**src/rtl/uart_rx.sv**
```systemverilog
// uart_rx: oversampling UART receiver.
// Deserialises the asynchronous rx line using the rising edge of the baud
// generator's rx_enbl strobe as the sample tick. Frames are start, DATA_BITS
// data bits (LSB first), an optional parity bit and one stop bit. Each good
// word is handed to the consumer through a valid/ready register. Framing,
// parity and overrun problems are reported as single-cycle pulses.
module uart_rx #(
  parameter int DATA_BITS  = 8,
  parameter int OVERSAMPLE = 16,
  parameter int PARITY_EN  = 0,
  parameter int PARITY_ODD = 0
) (
  input  logic                 clk,
  input  logic                 areset_n,
  input  logic                 rx_enbl,
  input  logic                 rx,
  output logic [DATA_BITS-1:0] rx_data,
  output logic                 rx_valid,
  input  logic                 rx_ready,
  output logic                 rx_busy,
  output logic                 frame_err,
  output logic                 parity_err,
  output logic                 overrun_err
);

  // Counter widths follow the oversample ratio and the data bit count.
  localparam int TW = $clog2(OVERSAMPLE);
  localparam int BW = $clog2(DATA_BITS + 1);

  // Tick count at which the start bit is re-checked (its middle) and at
  // which every later bit is sampled (one full bit period after the middle
  // of the previous bit).
  localparam logic [TW-1:0] TICK_MID  = TW'(OVERSAMPLE / 2 - 1);
  localparam logic [TW-1:0] TICK_END  = TW'(OVERSAMPLE - 1);
  localparam logic [TW-1:0] TICK_ZERO = {TW{1'b0}};
  localparam logic [TW-1:0] TICK_ONE  = {{(TW-1){1'b0}}, 1'b1};

  localparam logic [BW-1:0] BIT_LAST  = BW'(DATA_BITS - 1);
  localparam logic [BW-1:0] BIT_ZERO  = {BW{1'b0}};
  localparam logic [BW-1:0] BIT_ONE   = {{(BW-1){1'b0}}, 1'b1};

  localparam logic PAR_EN  = (PARITY_EN != 0);
  localparam logic PAR_ODD = (PARITY_ODD != 0);

  typedef enum logic [2:0] {
    ST_IDLE   = 3'd0,
    ST_START  = 3'd1,
    ST_DATA   = 3'd2,
    ST_PARITY = 3'd3,
    ST_STOP   = 3'd4,
    ST_BREAK  = 3'd5
  } state_t;

  // Parity check: the data bits together with the received parity bit must
  // have the polarity selected by PARITY_ODD; returns 1 on mismatch.
  function automatic logic parity_mismatch(input logic [DATA_BITS-1:0] data,
                                           input logic par_bit);
    return (((^data) ^ par_bit) != PAR_ODD);
  endfunction

  // Input conditioning
  logic rx_meta_r;
  logic rxs_r;
  logic enbl_r;

  // Frame state
  state_t                 state_r;
  logic [TW-1:0]          tick_cnt_r;
  logic [BW-1:0]          bit_cnt_r;
  logic [DATA_BITS-1:0]   shift_r;
  logic                   par_err_r;
  logic                   busy_r;
  logic                   frame_err_r;
  logic                   parity_err_r;

  // Output register
  logic [DATA_BITS-1:0]   rx_data_r;
  logic                   rx_valid_r;
  logic                   overrun_r;

  // Decoded strobes
  logic tick_s;
  logic bit_end_s;
  logic stop_done_s;
  logic deliver_s;

  // Two-flop synchronizer for the asynchronous line (idle level is high) and
  // the previous value of the baud strobe for rising-edge detection.
  always_ff @(posedge clk or negedge areset_n) begin
    if (!areset_n) begin
      rx_meta_r <= 1'b1;
      rxs_r     <= 1'b1;
      enbl_r    <= 1'b0;
    end else begin
      rx_meta_r <= rx;
      rxs_r     <= rx_meta_r;
      enbl_r    <= rx_enbl;
    end
  end

  // Sample tick and the stop-bit completion strobe that feeds the output register.
  always_comb begin
    tick_s      = rx_enbl & ~enbl_r;
    bit_end_s   = tick_s & (tick_cnt_r == TICK_END);
    stop_done_s = 1'b0;
    if (state_r == ST_STOP) begin
      stop_done_s = bit_end_s;
    end else begin
      stop_done_s = 1'b0;
    end
    deliver_s = stop_done_s & rxs_r & ~par_err_r;
  end

  // Receive FSM: start detection, bit sampling, parity/stop checking and the
  // busy and error-pulse outputs.
  always_ff @(posedge clk or negedge areset_n) begin
    if (!areset_n) begin
      state_r      <= ST_IDLE;
      tick_cnt_r   <= TICK_ZERO;
      bit_cnt_r    <= BIT_ZERO;
      shift_r      <= {DATA_BITS{1'b0}};
      par_err_r    <= 1'b0;
      busy_r       <= 1'b0;
      frame_err_r  <= 1'b0;
      parity_err_r <= 1'b0;
    end else begin
      frame_err_r  <= 1'b0;
      parity_err_r <= 1'b0;
      case (state_r)
        ST_IDLE: begin
          if (!rxs_r) begin
            state_r    <= ST_START;
            tick_cnt_r <= TICK_ZERO;
            par_err_r  <= 1'b0;
            busy_r     <= 1'b1;
          end
        end

        ST_START: begin
          if (tick_s) begin
            if (tick_cnt_r == TICK_MID) begin
              tick_cnt_r <= TICK_ZERO;
              bit_cnt_r  <= BIT_ZERO;
              if (!rxs_r) begin
                state_r <= ST_DATA;
              end else begin
                // Line went back high before mid-start: treat as a glitch.
                state_r <= ST_IDLE;
                busy_r  <= 1'b0;
              end
            end else begin
              tick_cnt_r <= tick_cnt_r + TICK_ONE;
            end
          end
        end

        ST_DATA: begin
          if (tick_s) begin
            if (tick_cnt_r == TICK_END) begin
              tick_cnt_r <= TICK_ZERO;
              // Shift in from the top so the first bit ends up at bit 0.
              shift_r    <= {rxs_r, shift_r[DATA_BITS-1:1]};
              bit_cnt_r  <= bit_cnt_r + BIT_ONE;
              if (bit_cnt_r == BIT_LAST) begin
                state_r <= PAR_EN ? ST_PARITY : ST_STOP;
              end
            end else begin
              tick_cnt_r <= tick_cnt_r + TICK_ONE;
            end
          end
        end

        ST_PARITY: begin
          if (tick_s) begin
            if (tick_cnt_r == TICK_END) begin
              tick_cnt_r <= TICK_ZERO;
              par_err_r  <= parity_mismatch(shift_r, rxs_r);
              state_r    <= ST_STOP;
            end else begin
              tick_cnt_r <= tick_cnt_r + TICK_ONE;
            end
          end
        end

        ST_STOP: begin
          if (tick_s) begin
            if (tick_cnt_r == TICK_END) begin
              tick_cnt_r <= TICK_ZERO;
              if (rxs_r) begin
                // Good stop bit: the word is either delivered by the output
                // register or dropped here because of a parity error.
                parity_err_r <= par_err_r;
                state_r      <= ST_IDLE;
                busy_r       <= 1'b0;
              end else begin
                // Low stop bit wins over any parity result.
                frame_err_r <= 1'b1;
                state_r     <= ST_BREAK;
              end
            end else begin
              tick_cnt_r <= tick_cnt_r + TICK_ONE;
            end
          end
        end

        ST_BREAK: begin
          // Hold off new start detection until the line has returned high.
          if (rxs_r) begin
            state_r <= ST_IDLE;
            busy_r  <= 1'b0;
          end
        end

        default: begin
          state_r <= ST_IDLE;
          busy_r  <= 1'b0;
        end
      endcase
    end
  end

  // Output word register: consume on valid&ready, load on delivery, and
  // flag an overrun when a delivery finds an unconsumed word.
  always_ff @(posedge clk or negedge areset_n) begin
    if (!areset_n) begin
      rx_data_r  <= {DATA_BITS{1'b0}};
      rx_valid_r <= 1'b0;
      overrun_r  <= 1'b0;
    end else begin
      overrun_r <= 1'b0;
      if (deliver_s) begin
        if (rx_valid_r && !rx_ready) begin
          // Old word kept, new word lost.
          overrun_r <= 1'b1;
        end else begin
          // Either empty, or the old word is consumed in this same cycle.
          rx_data_r  <= shift_r;
          rx_valid_r <= 1'b1;
        end
      end else if (rx_valid_r && rx_ready) begin
        rx_valid_r <= 1'b0;
      end else begin
        rx_valid_r <= rx_valid_r;
      end
    end
  end

  assign rx_data     = rx_data_r;
  assign rx_valid    = rx_valid_r;
  assign rx_busy     = busy_r;
  assign frame_err   = frame_err_r;
  assign parity_err  = parity_err_r;
  assign overrun_err = overrun_r;

endmodule
```
**config.mk**
```make
export PLATFORM = sky130hd
export DESIGN_NAME = uart_rx
export DESIGN_NICKNAME = d
export VERILOG_FILES = /design/src/rtl/uart_rx.sv
export SDC_FILE = /design/constraint.sdc
export NUM_CORES = 1
export LEC_CHECK = 0
export BUFFER_PORTS_ARGS = -buffer_cell sky130_fd_sc_hd__buf_2
export CORE_UTILIZATION = 40
export DETAILED_ROUTE_END_ITERATION = 8
export PLACE_DENSITY = 0.67
export SLEW_MARGIN = 20
export SYNTH_ARGS = -nofsm -noshare
export SYNTH_HDL_FRONTEND = slang
export SYNTH_SLANG_ARGS = --single-unit
```
**constraint.sdc**
```tcl
create_clock -name clk -period 1.9 [get_ports clk]
set_input_delay 0.57 -clock clk [delete_from_list [all_inputs] [get_ports clk]]
set_output_delay 0.57 -clock clk [all_outputs]
set_load 0.01 [all_outputs]
```
Word-level counts from Yosys, hierarchy flattened. Cells that the tools add are included.

Bits in registers: 36. Bits of input ports: 5. Output and inout port bits: 13. Logic and storage cells: 114.

$add $sub $neg: 2. Eq/ne operators: 21. Muxes and demuxes: 49. Bitwise logic cells: 9. Reductions and logical operators: 19.

Operators with widths (count): $mux 3 (12); $mux 4 (9); $mux 1 (22); $ne 2x2->1 const B (11); $pmux 3 s6 (1); $pmux 4 s3 (1); $reduce_and 11->1 (1); $add 4x1->4 const B (2); $eq 4x3->1 const B (2); $pmux 4 s2 (1); $reduce_xor 8->1 (1); $eq 3x2->1 const B (2); $eq 3x3->1 const B (2); $reduce_and 3->1 (2); $reduce_and 6->1 (1); $reduce_bool 2->1 (3); $pmux 1 s5 (1); $reduce_and 5->1 (1); $and 1x1->1 (4); $eq 4x4->1 const B (1); $ne 2x1->1 const B (2); $not 1->1 (4); $reduce_and 2->1 (2); $reduce_and 4->1 (1); other kinds (10) (11).

Longest topological paths before layout.
Word-level depth: 8. Depth in mapped cells: 7. Gate-level depth less buffers: 6.

Worst setup path before layout. No wires, ideal clock.

Path type: input to register. Start: input rx_enbl. End: register shift_r[0]. Setup time: 125 ps. Arrival: 1691 ps. Required time: 1775 ps. Slack: 84 ps. Cell stages on the path: 6. Buffers on the path: 1. Cell sequence: nand2b_1 buf_2 nor2_4 nand2_1 nor3_4 mux2_2.

Word-level cells in the longest chain between the ends: 2.

Ends and longest elaborated chain: start, declared (RTL line 15) `input logic rx_enbl,`; $and 1x1->1 (RTL line 103) `tick_s = rx_enbl & ~enbl_r;`; $reduce_and 3->1 (no line); end signal, assigned (RTL line 121) `shift_r <= {DATA_BITS{1'b0}};`; end signal, assigned (RTL line 162) `shift_r <= {rxs_r, shift_r[DATA_BITS-1:1]};`; end, declared (RTL line 70) `logic [DATA_BITS-1:0] shift_r;`.

No other way between the ends. A chain may end at the register's enable or synchronous reset.

Worst setup path in the final report.
Start: register state_r[1]. End: register rx_data_r[5], in the netlist rx_data[5].

Word-level cells in the longest chain between the ends: 5.

Ends and longest elaborated chain: start, declared (RTL line 67) `state_t state_r;`; start signal, assigned (RTL line 165) `state_r <= PAR_EN ? ST_PARITY : ST_STOP;`; $eq 3x3->1 (RTL line 106) `if (state_r == ST_STOP) begin`; $mux 1 (RTL line 106); $and 1x1->1 (2 in a row) (RTL line 111) `deliver_s = stop_done_s & rxs_r & ~par_err_r;`; $reduce_and 2->1 (no line); end signal, assigned (RTL line 226) `rx_data_r <= {DATA_BITS{1'b0}};`; end signal, assigned (RTL line 237) `rx_data_r <= shift_r;`; end, declared (RTL line 77) `logic [DATA_BITS-1:0] rx_data_r;`.

No other way between the ends.

==> flow_summary.html <==
<table>
<tr><th>Metric</th><th>Value</th></tr>
<tr><th colspan="2">Die</th></tr>
<tr><td>Number of ports placed on the die boundary</td><td>18</td></tr>
<tr><td>Vert. Die Dim</td><td>69.70 um</td></tr>
<tr><td>Die area</td><td>4857 sq um</td></tr>
<tr><td>Die X-Extent</td><td>69.70 um</td></tr>
<tr><td>Starting density of the core</td><td>41.81%</td></tr>
<tr><td>Floorplan core area</td><td>4384 sq um</td></tr>
<tr><td>Core Rows</td><td>24</td></tr>
<tr><th colspan="2">Global route</th></tr>
<tr><td>Global-route wire length before repair</td><td>6341 um</td></tr>
<tr><td>Vias in the first global route</td><td>1,383</td></tr>
<tr><td>GRT Resource Usage Total</td><td>16.20%</td></tr>
<tr><td>Maximum number of pins on one net before global-route repair</td><td>37</td></tr>
<tr><td>Global route total overflow</td><td>0</td></tr>
<tr><td>Initial antenna violation count</td><td>0</td></tr>
<tr><th colspan="2">Flow run</th></tr>
<tr><td>MaxCap Viol Count</td><td>0</td></tr>
<tr><th colspan="2">Drt</th></tr>
<tr><td>Remaining number of nets flagged by the antenna check after routing</td><td>0</td></tr>
<tr><td>Routed WL per cell</td><td>14.64 um</td></tr>
<tr><td>Met3 WL post-DR</td><td>96 um</td></tr>
<tr><td>Drc violations</td><td>0</td></tr>
<tr><td>Wirelength, routed</td><td>3630 um</td></tr>
<tr><td>Average via count per standard cell</td><td>5.310</td></tr>
<tr><td>Iteration-0 DRC count of the detailed router</td><td>66</td></tr>
<tr><td>Number of detailed-route iterations in the first pass</td><td>4</td></tr>
<tr><td>Highest routed metal layer</td><td>met4</td></tr>
<tr><td>Total number of vias</td><td>1,317</td></tr>
<tr><td>Detailed-routed wire length on met2</td><td>1852 um</td></tr>
<tr><td>Total routed wire length on the met1 layer</td><td>1620 um</td></tr>
<tr><th colspan="2">Clock tree</th></tr>
<tr><td>Maximum level of the CTS H-tree</td><td>2</td></tr>
<tr><td>Clock sink count</td><td>36</td></tr>
<tr><td>Clock insertion delay at the later pin of the skew report</td><td>0.29 ns</td></tr>
<tr><td>Max Buffers Root-to-Sink</td><td>2</td></tr>
<tr><td>Clock tree from TritonCTS</td><td>done</td></tr>
<tr><td>Number of buffers created by CTS</td><td>5</td></tr>
<tr><td>Reg clk slew, reported paths</td><td>0.08 ns</td></tr>
<tr><td>Number of buffers added to fix hold violations after cts</td><td>0</td></tr>
<tr><td>Master cell of the clock root buffer</td><td>clkbuf_8</td></tr>
<tr><th colspan="2">Worst setup path</th></tr>
<tr><td>Crit path DAT</td><td>1.99 ns</td></tr>
<tr><td>FF-to-FF path depth</td><td>6</td></tr>
<tr><td>Worst flop-to-flop path startpoint</td><td>state_r[1]$_DFFE_PN0P_</td></tr>
<tr><td>Setup crit end kind</td><td>register</td></tr>
<tr><td>Maximum fanout along the worst path</td><td>17</td></tr>
<tr><td>Worst Path Class, Setup</td><td>reg -&gt; reg</td></tr>
<tr><td>Endpoint of the worst-slack reg-to-reg timing path</td><td>rx_data[5]$_DFFE_PN0P_</td></tr>
<tr><td>Crit start category</td><td>register</td></tr>
<tr><td>Endpoint required time on the critical path</td><td>2.07 ns</td></tr>
<tr><td>Flop2flop setup slack</td><td>0.09 ns</td></tr>
<tr><th colspan="2">Place</th></tr>
<tr><td>Final RePlAce weighted congestion</td><td>0.8867</td></tr>
<tr><td>Cell area reported after detailed placement</td><td>2048 sq um</td></tr>
<tr><td>Total placed cells including tap cells</td><td>238</td></tr>
<tr><td>Placement-stage worst setup slack</td><td>0.02903 ns</td></tr>
<tr><td>Half-perimeter wire length after placement</td><td>2625 um</td></tr>
<tr><td>IO Port Bufs</td><td>17</td></tr>
<tr><th colspan="2">Power</th></tr>
<tr><td>Power density cells</td><td>1001 nW/um^2</td></tr>
<tr><td>VDD IR-drop max</td><td>0.0004017 V</td></tr>
<tr><td>P_leak</td><td>1.020 nW</td></tr>
<tr><td>Tot Pwr</td><td>2.171 mW</td></tr>
<tr><th colspan="2">STA</th></tr>
<tr><td>Worst setup skew after layout</td><td>0.01097 ns</td></tr>
<tr><td>TNS Setup</td><td>0 ns</td></tr>
<tr><td>Final setup slack of the worst path</td><td>0.08858 ns</td></tr>
<tr><td>Worst hold slack after final layout</td><td>0.3061 ns</td></tr>
<tr><td>Top achievable clock speed</td><td>0.5521 GHz</td></tr>
<tr><td>Slew headroom</td><td>70.50%</td></tr>
<tr><td>Count of final max-slew check failures</td><td>0</td></tr>
<tr><td>Actual slew at the worst max-slew pin</td><td>0.4425 ns</td></tr>
<tr><td>Final critical delay including setup and external delays</td><td>1.811 ns</td></tr>
<tr><td>Fin crit share</td><td>95.34%</td></tr>
<tr><td>Final setup violation count</td><td>0</td></tr>
<tr><td>Unrepaired setup endpoints after global routing</td><td>no</td></tr>
<tr><td>Final count of hold timing violations</td><td>0</td></tr>
<tr><th colspan="2">Synth</th></tr>
<tr><td>Number of nets in the synthesized netlist</td><td>170</td></tr>
<tr><td>Most used flip-flop cell after synthesis</td><td>dfrtp_1</td></tr>
<tr><td>Sequential fraction of the synthesis area</td><td>49.28%</td></tr>
<tr><td>Mean instance size in the synthesized netlist</td><td>11.25 sq um</td></tr>
<tr><td>Count of flip-flops with a built-in enable after synthesis</td><td>0</td></tr>
<tr><td>Yosys reg bits</td><td>36</td></tr>
<tr><td>Total number of yosys warnings</td><td>0</td></tr>
<tr><td>Syn Inst Count</td><td>163</td></tr>
<tr><td>Cell area after technology mapping</td><td>1833 sq um</td></tr>
<tr><td>Number of library cell types mapped by synthesis</td><td>45</td></tr>
<tr><td>Async set or reset register ratio after synthesis</td><td>100.0%</td></tr>
<tr><th colspan="2">Final layout</th></tr>
<tr><td>Layout cells sized above 1</td><td>35.71%</td></tr>
<tr><td>Post-layout util</td><td>49.49%</td></tr>
<tr><td>Relative area change from synthesis to final layout</td><td>18.36%</td></tr>
<tr><td>Count of non-filler cells in the finished layout</td><td>248</td></tr>
<tr><td>Number of antenna cells inserted</td><td>0</td></tr>
<tr><td>Cell area after layout</td><td>2170 sq um</td></tr>
<tr><td>Final Net Count</td><td>202</td></tr>
<tr><th colspan="2">Outcome</th></tr>
<tr><td>Status</td><td>finished, final reports clean</td></tr>
<tr><th colspan="2">Worst hold path</th></tr>
<tr><td>Class of the worst hold path</td><td>in -&gt; async</td></tr>
</table>
==> cell usage in the layout, fill, tap and decap left out, types with 3 or more instances in the layout <==
cell type   n
nor2_1      9
nand2_1    12
mux2_2     17
nor2b_1     3
clkbuf_8    6
nand3b_1    5
nand3_1     3
buf_2      17
inv_1       4
nor3_1      3
buf_4      16
a21oi_1     3
o21ai_0     8
nand2b_1    7
xnor2_1     9
dfrtp_1    34
==> worst max-delay path, cell delays in order, from the launching register on <==
cell      delay [ns]
dfrtp_1         0.38
buf_4           0.19
nor3b_2         0.27
nand4_1         0.18
nand2b_4        0.18
nand2b_4        0.19
mux2_2          0.29
==> layout make-up <==
cell class / instances / area (sq um)
repair buffers: 34 / 225.2
inverters: 4 / 15.01
multi-input cells: 114 / 863.3
fillers: 428 / 2215
flip-flops and latches: 36 / 903.4
well taps: 52 / 65.06
clock inverters: 2 / 15.01
clock buffers: 6 / 82.58
==> cells by family (layout without fill, tap and decap cells) <==
| family | after synthesis | count (layout) | share of synthesized area [%] |
|---|---|---|---|
| simple gates | 54 | 54 | 17.82 |
| buf+inv | 13 | 46 | 4.095 |
| fa+ha+maj | 2 | 2 | 1.365 |
| mux | 18 | 18 | 10.99 |
| compound gates | 29 | 29 | 11.19 |
| xor+xnor | 11 | 11 | 5.256 |
| flops | 36 | 36 | 49.28 |
==> flip-flops by register name (all words and copies together), names as in the netlist, 3 cells and up <==
register,flops
rx_data,8
shift_r,8
bit_cnt_r,4
tick_cnt_r,4
state_r,3
==> cell usage after synthesis, types with 2 or more instances <==
library cell / instances / area, sq um
clkbuf_1: 2 / 7.510
nor2b_1: 3 / 18.77
o31ai_1: 2 / 15.01
nor2_1: 9 / 33.78
a21oi_1: 3 / 15.01
nand2b_1: 7 / 43.79
nand2_1: 12 / 45.04
dfstp_2: 2 / 52.55
nand2b_4: 2 / 27.53
nand3_1: 3 / 15.01
o21ai_0: 8 / 40.04
buf_4: 2 / 15.01
a32oi_1: 2 / 17.52
nor3_1: 3 / 15.01
nand4_1: 2 / 12.51
inv_1: 4 / 15.01
xnor2_1: 9 / 78.83
dfrtp_1: 34 / 850.8
buf_2: 3 / 15.01
buf_6: 2 / 22.52
a31oi_1: 2 / 12.51
ha_1: 2 / 25.02
nand3b_1: 5 / 37.54
xor2_1: 2 / 17.52
a22o_1: 2 / 17.52
mux2_2: 17 / 191.4
==> where the power goes <==
group,switching [mW],leakage [nW],internal (mW),total (mW)
Clock,0.287,0.0434,0.294,0.580
Combinational,0.365,0.506,0.301,0.666
Sequential,0.0749,0.471,0.849,0.924
==> worst max-delay path by stage <==
| stage | slack (ns) | endpoint | from | cells past startpoint |
|---|---|---|---|---|
| 2_1_floorplan | 0.08 | shift_r[0]$_DFFE_PN0P_ | rx_enbl | 6 |
| 3_3_place_gp | 0.08 | rx_data[7]$_DFFE_PN0P_ | rx_enbl | 6 |
| 3_5_place_dp | 0.03 | tick_cnt_r[2]$_DFFE_PN0P_ | rx_enbl | 7 |
| 4_1_cts | 0.07 | rx_data[2]$_DFFE_PN0P_ | tick_cnt_r[0]$_DFFE_PN0P_ | 6 |
| 5_1_grt | 0.005 | shift_r[5]$_DFFE_PN0P_ | tick_cnt_r[1]$_DFFE_PN0P_ | 7 |
| 6_report | 0.09 | rx_data[5]$_DFFE_PN0P_ | state_r[1]$_DFFE_PN0P_ | 6 |
==> what timing repair did <==
item,in CTS,in global routing
resized for setup,0,2
endpoints found under the setup margin,0,14
hold endpoints to repair,0,0
setup buffers,0,2
==> metal layers <==
layer  vias to the layer above  GRT usage (%)
met5                         -              0
met4                         0          4.889
met3                         6          3.924
met2                        19          27.72
met1                       656          20.26
li1                        636              -
Power figures use the tool's default switching activity.
